===== config.mk =====
export PLATFORM = sky130hd
export DESIGN_NAME = mem_port_arbiter
export DESIGN_NICKNAME = d
export VERILOG_FILES = /design/src/rtl/mem_pkg.sv /design/src/rtl/rd_tag_pipe.sv /design/src/rtl/mem_port_arbiter.sv
export SDC_FILE = /design/constraint.sdc
export NUM_CORES = 1
export LEC_CHECK = 0
export BUFFER_PORTS_ARGS = -buffer_cell sky130_fd_sc_hd__buf_2
export CAP_MARGIN = 5
export CORE_MARGIN = 2
export CORE_UTILIZATION = 31
export DETAILED_ROUTE_END_ITERATION = 7
export PLACE_DENSITY_LB_ADDON = 0.08
export SLEW_MARGIN = 20
export SYNTH_ARGS = -nofsm -noshare
export SYNTH_HDL_FRONTEND = slang
export SYNTH_SLANG_ARGS = --single-unit

===== constraint.sdc =====
create_clock -name clk -period 1.6 [get_ports clk]
set_input_delay 0.24 -clock clk [delete_from_list [all_inputs] [get_ports clk]]
set_output_delay 0.24 -clock clk [all_outputs]
set_load 0.01 [all_outputs]

===== src/rtl/mem_pkg.sv =====
// -----------------------------------------------------------------------------
// mem_pkg
// Shared definitions for the two-core memory port arbiter:
//   ADDR_W / DATA_W : word address width [15:1] and data width
//   owner_e         : which core owns an access (CORE0 = 0, CORE1 = 1)
//   rd_tag_t        : one stage of the read-return tracking pipe
//   sat_inc8        : 8-bit saturating increment used by the stall counters
// -----------------------------------------------------------------------------
package mem_pkg;

  localparam int ADDR_W = 15;
  localparam int DATA_W = 16;

  typedef enum logic {
    CORE0 = 1'b0,
    CORE1 = 1'b1
  } owner_e;

  typedef struct packed {
    logic   valid;
    owner_e owner;
  } rd_tag_t;

  function automatic logic [7:0] sat_inc8(input logic [7:0] v);
    return (v == 8'hFF) ? v : v + 8'd1;
  endfunction

endpackage : mem_pkg


===== src/rtl/rd_tag_pipe.sv =====
// -----------------------------------------------------------------------------
// rd_tag_pipe
// RD_LAT-deep shift register of {valid, owner} tags. A tag pushed with a read
// grant appears on the output exactly RD_LAT cycles later, which is when the
// memory presents the matching read data.
//   clk, rst  : rising-edge clock, asynchronous active-high reset
//   i_push    : a read was granted this cycle
//   i_owner   : core that owns the granted read (0 / 1)
//   o_valid   : read data on m_rdata belongs to a tracked read this cycle
//   o_owner   : owner of that read
// -----------------------------------------------------------------------------
module rd_tag_pipe
  import mem_pkg::*;
#(
  parameter int RD_LAT = 1
) (
  input  logic clk,
  input  logic rst,
  input  logic i_push,
  input  logic i_owner,
  output logic o_valid,
  output logic o_owner
);

  rd_tag_t r_pipe [RD_LAT];

  // NOTE: only the valid bits need clearing so in-flight reads are dropped;
  // the owner bits are cleared with them simply to keep the pipe deterministic.
  // NOTE: sequential state uses non-blocking assignments so every stage
  // samples the previous stage's pre-edge value and the shift is race-free.
  always_ff @(posedge clk or posedge rst) begin
    if (rst) begin
      for (int i = 0; i < RD_LAT; i++) r_pipe[i] <= '0;
    end else begin
      r_pipe[0] <= '{valid: i_push, owner: owner_e'(i_owner)};
      for (int i = 1; i < RD_LAT; i++) r_pipe[i] <= r_pipe[i-1];
    end
  end

  assign o_valid = r_pipe[RD_LAT-1].valid;
  assign o_owner = r_pipe[RD_LAT-1].owner;

endmodule : rd_tag_pipe


===== src/rtl/mem_port_arbiter.sv =====
// -----------------------------------------------------------------------------
// mem_port_arbiter
// Shares one single-ported memory between two cores. One access is granted
// per cycle; grant is combinational from the requests and a priority pointer
// (round-robin, or core 0 always wins when FIXED_PRI=1). Read returns are
// routed back to the owning core RD_LAT cycles after the grant.
//   clk, rst                 : rising-edge clock, async active-high reset
//   cN_req/wen/addr/wdata    : core N request (N = 0, 1)
//   cN_gnt                   : core N request accepted this cycle
//   cN_rvalid / cN_rdata     : read return for core N (rdata mirrors m_rdata)
//   cN_stall_cnt             : saturating count of cycles core N waited
//   m_ren/m_wen/m_addr/m_wdata : memory command for the granted core
//   m_rdata                  : memory read data, RD_LAT cycles after m_ren
// -----------------------------------------------------------------------------
module mem_port_arbiter
  import mem_pkg::*;
#(
  parameter int RD_LAT    = 1,
  parameter int FIXED_PRI = 0
) (
  input  logic              clk,
  input  logic              rst,
  input  logic              c0_req,
  input  logic              c0_wen,
  input  logic [ADDR_W-1:0] c0_addr,
  input  logic [DATA_W-1:0] c0_wdata,
  output logic              c0_gnt,
  output logic              c0_rvalid,
  output logic [DATA_W-1:0] c0_rdata,
  output logic [7:0]        c0_stall_cnt,
  input  logic              c1_req,
  input  logic              c1_wen,
  input  logic [ADDR_W-1:0] c1_addr,
  input  logic [DATA_W-1:0] c1_wdata,
  output logic              c1_gnt,
  output logic              c1_rvalid,
  output logic [DATA_W-1:0] c1_rdata,
  output logic [7:0]        c1_stall_cnt,
  output logic              m_ren,
  output logic              m_wen,
  output logic [ADDR_W-1:0] m_addr,
  output logic [DATA_W-1:0] m_wdata,
  input  logic [DATA_W-1:0] m_rdata
);

  owner_e     r_ptr;
  logic [7:0] r_stall0;
  logic [7:0] r_stall1;
  logic       w_gnt0;
  logic       w_gnt1;
  logic       w_tag_valid;
  logic       w_tag_owner;

  // Grant: a lone requester always wins; on contention the pointer (or core 0
  // under fixed priority) decides. Forced low while in reset.
  // NOTE: every signal written here gets a default first, so no path through
  // the block leaves it unassigned and no latch is inferred.
  always_comb begin
    w_gnt0 = 1'b0;
    w_gnt1 = 1'b0;
    if (!rst) begin
      if (c0_req && c1_req) begin
        if (FIXED_PRI != 0 || r_ptr == CORE0) w_gnt0 = 1'b1;
        else                                  w_gnt1 = 1'b1;
      end else begin
        w_gnt0 = c0_req;
        w_gnt1 = c1_req;
      end
    end
  end

  // Memory command mux: idle bus is all zeros.
  always_comb begin
    m_ren   = 1'b0;
    m_wen   = 1'b0;
    m_addr  = '0;
    m_wdata = '0;
    if (w_gnt0) begin
      m_ren   = ~c0_wen;
      m_wen   = c0_wen;
      m_addr  = c0_addr;
      m_wdata = c0_wdata;
    end else if (w_gnt1) begin
      m_ren   = ~c1_wen;
      m_wen   = c1_wen;
      m_addr  = c1_addr;
      m_wdata = c1_wdata;
    end
  end

  // Pointer always moves to the core that was not just served.
  always_ff @(posedge clk or posedge rst) begin
    if (rst) begin
      r_ptr <= CORE0;
    end else if (w_gnt0) begin
      r_ptr <= CORE1;
    end else if (w_gnt1) begin
      r_ptr <= CORE0;
    end
  end

  always_ff @(posedge clk or posedge rst) begin
    if (rst) begin
      r_stall0 <= '0;
      r_stall1 <= '0;
    end else begin
      if (c0_req && !w_gnt0) r_stall0 <= sat_inc8(r_stall0);
      if (c1_req && !w_gnt1) r_stall1 <= sat_inc8(r_stall1);
    end
  end

  // m_ren is only high for a granted read, and w_gnt1 names its owner then.
  rd_tag_pipe #(
    .RD_LAT (RD_LAT)
  ) u_rd_tag_pipe (
    .clk     (clk),
    .rst     (rst),
    .i_push  (m_ren),
    .i_owner (w_gnt1),
    .o_valid (w_tag_valid),
    .o_owner (w_tag_owner)
  );

  assign c0_gnt       = w_gnt0;
  assign c1_gnt       = w_gnt1;
  assign c0_rvalid    = !rst && w_tag_valid && (w_tag_owner == CORE0);
  assign c1_rvalid    = !rst && w_tag_valid && (w_tag_owner == CORE1);
  assign c0_rdata     = m_rdata;
  assign c1_rdata     = m_rdata;
  assign c0_stall_cnt = r_stall0;
  assign c1_stall_cnt = r_stall1;

endmodule : mem_port_arbiter


==> run summary <==
Area after detailed placement = 2040 µm²
CTS buffer count = 3
Antenna violations before repair = 0
Final wirelength = 4770 µm
First-pass GRT wire length = 6630 µm
Post-synth top flop = dfrtp_1
CP startpoint = r_ptr
Clk_lat worst skew = 0.26 ns
Yosys top cell area share = 0.312
# diodes = 0
RR Endpoint = c1_stall_cnt[7]
Die X = 74.1 µm
Fin cells = 331
Arrival @ worst endpoint = 1.47 ns
Pins over their slew limit = 0
CP endpoint kind = output pin
Final Hold Fails = 0
Root Buffer = clkbuf_8
WP depth = 6
Setup-failing EPs final = 33
Register-to-register setup slack = 0.04 ns
Clk_skew = 0.0105 ns
Global route total overflow = 0
Initial Util = 0.322
Worst R2R Path Depth = 5
Worst path cell trace = a21oi_2 > nand2_2 > clkinv_4 > buf_12 > a22o_1 > buf_2
Count leader, synth = buf_4
Syn avg cell area = 9.52 µm²
Die Ht = 74.1 µm
Worst min path class = primary input to async pin
DRT iter0 DRCs = 57
# IOs = 169
Nets = 351
Yosys warnings = 0
H-tree Lvls = 1
CP max FO = 10
Dpl hpwl = 3760 µm
CTS tree = built
Max stage delay cell, worst path = dfrtp_2
Core Footprint = 4720 µm²
Relative slew margins = 0.762
Row cnt = 25
Nature of the critical path startpoint = flip-flop
Cell variety after synth = 38
RSZ-0062 raised after global routing = true
Pleak = 1.19 nW
Bufs and invs on worst path = 3
Post-synth top cells = buf_4 (35), a22o_1 (33), dfrtp_1 (19)
WL/cell = 14.4 µm
Critical Path RT = 1.36 ns
Fillers = 455
Cell count after placement = 320
Flops & latches, synth = 19
Cell area after layout = 2200 µm²
PD cells = 983 nW/µm²
Number of flops mapped to enable cells by yosys = 0
IO buf count = 120
Detailed-route via count = 1548
Full die area = 5490 µm²
Top cells by area, synth = dfrtp_1 (31%), a22o_1 (19%), buf_4 (17%)
CP Class = flip-flop to output pin
Post-route setup slack = -0.115 ns
Clk slew on worst S/H paths = 0.08 ns
Tightest Pin Transition = 0.356 ns
Largest stage delay, worst path = 0.43 ns
Failing checks = setup timing
DR pass1 iterations = 4
Ys async rst share = 1.00
Final critical-path share of the clock period = 1.07
MaxCap Viol Count = 0
Area added between synthesis and finish = 44.5%
Fraction of layout cells with a size suffix above 1 = 0.587
Clk sink count = 19
Place WS = 0.0878 ns
Placer Congestion = 0.788
Via count of the first global-routing pass = 1420
Mapped cell area = 1520 µm²
Util after Layout = 0.466
Largest net degree at the start of global routing = 34
Worst r2r src = r_ptr
Post-synth top area cell = dfrtp_1
Final ANT Viol Nets = 0
Outcome = finished with violations
GRT Util Overall = 0.154
Clock tree buffer depth = 2
Gate Count Post-Synth = 160
Via density = 4.68
Total Power = 2.16 mW
Seq/Total Area, Yosys = 0.312
CP endpoint = m_addr[10]
Achievable Freq = 583 MHz
Worst-case vdd ir drop = 0.598 mV
DRC Markers = 0
Delay-heaviest family, CP = flip-flops
Min cycle time layout = 1.71 ns
Post-synthesis net count = 246
## timing repair
item                                    4_1_cts  5_1_grt
buffers inserted                              1        4
gates cloned                                  0        2
gates resized for setup                       2        6
hold buffers                                  0        0
pin swaps                                     1       17
endpoints found under the setup margin       33       37
## kinds of logic (layout without fill, tap and decap cells)
group / after synthesis / after routing / share of synthesized area
AOI/OAI and AO/OA: 45 / 45 / 0.249
xor gates and xnor gates: 5 / 5 / 0.0288
and+or+nand+nor: 41 / 41 / 0.150
DFF: 19 / 19 / 0.312
buffers and inverters: 41 / 145 / 0.190
adders and majority gates: 2 / 2 / 0.0164
muxes: 7 / 7 / 0.0534
## where the power goes
| group | leakage [nW] | internal (mW) | switching [mW] |
|---|---|---|---|
| registers | 0.240 | 0.640 | 0.196 |
| clock network | 0.0255 | 0.173 | 0.161 |
| logic | 0.923 | 0.516 | 0.477 |
## worst reg2reg max path: cells and delay by family (launching register included)
family,cells,cell delay (ns)
multiplexers,1,0.33
AND/OR/NAND/NOR,2,0.26
flip-flops,1,0.43
AO/OA/AOI/OAI,1,0.29
buffers and inverters,1,0.14
## metal layers
metal  wire length [µm]  share of wire  track usage  vias to the layer above
met5                  0              0            0                        -
met4                 47         0.0098       0.0424                        0
met3                371          0.078       0.0461                        9
met2               2280           0.48        0.234                       77
met1               2070           0.43        0.213                      695
li1                   -              -            -                      767
## through the flow
stage          TNS, ns  hold WS, ns
3_3_place_gp         0        0.285
4_1_cts          -3.44       0.0160
5_1_grt          -5.61       0.0239
6_report         -3.08       0.0152
3_5_place_dp         0        0.301
2_1_floorplan        0        0.102
## cells in the final DEF (no fill, tap or decap), types with 5 or more instances in the layout
cell / instances
nand3_1: 7
nor2_1: 5
mux2_1: 5
dfrtp_1: 18
nand2_1: 8
buf_2: 119
a22o_1: 33
buf_4: 13
## registers in the layout, indices dropped and copies added, names as in the netlist
register and cells:
r_ptr 1, c0_stall_cnt 8, u_rd_tag_pipe.o_valid 1, c1_stall_cnt 8
u_rd_tag_pipe.o_owner 1
## worst min path at each step
stage / from / to / slack, ns / cells past startpoint
6_report: rst / c1_stall_cnt[4] / 0.02 / 3
4_1_cts: rst / c1_stall_cnt[4] / 0.02 / 3
5_1_grt: rst / c1_stall_cnt[4] / 0.02 / 3
3_3_place_gp: rst / c1_stall_cnt[4] / 0.29 / 3
2_1_floorplan: rst / c0_stall_cnt[0] / 0.10 / 1
3_5_place_dp: rst / c1_stall_cnt[4] / 0.30 / 3
## final cells by class
cell class	instances	area, µm²	share of cell area
sequential	19	477	0.217
timing repair buffer	138	810	0.368
inverter	3	20.0	0.00910
clock inverter	1	5.00	0.00228
clock buffer	3	41.3	0.0188
multi-input combinational	100	763	0.347
tap	67	83.8	0.0381
Note: power is estimated with default switching activity, not from simulation.
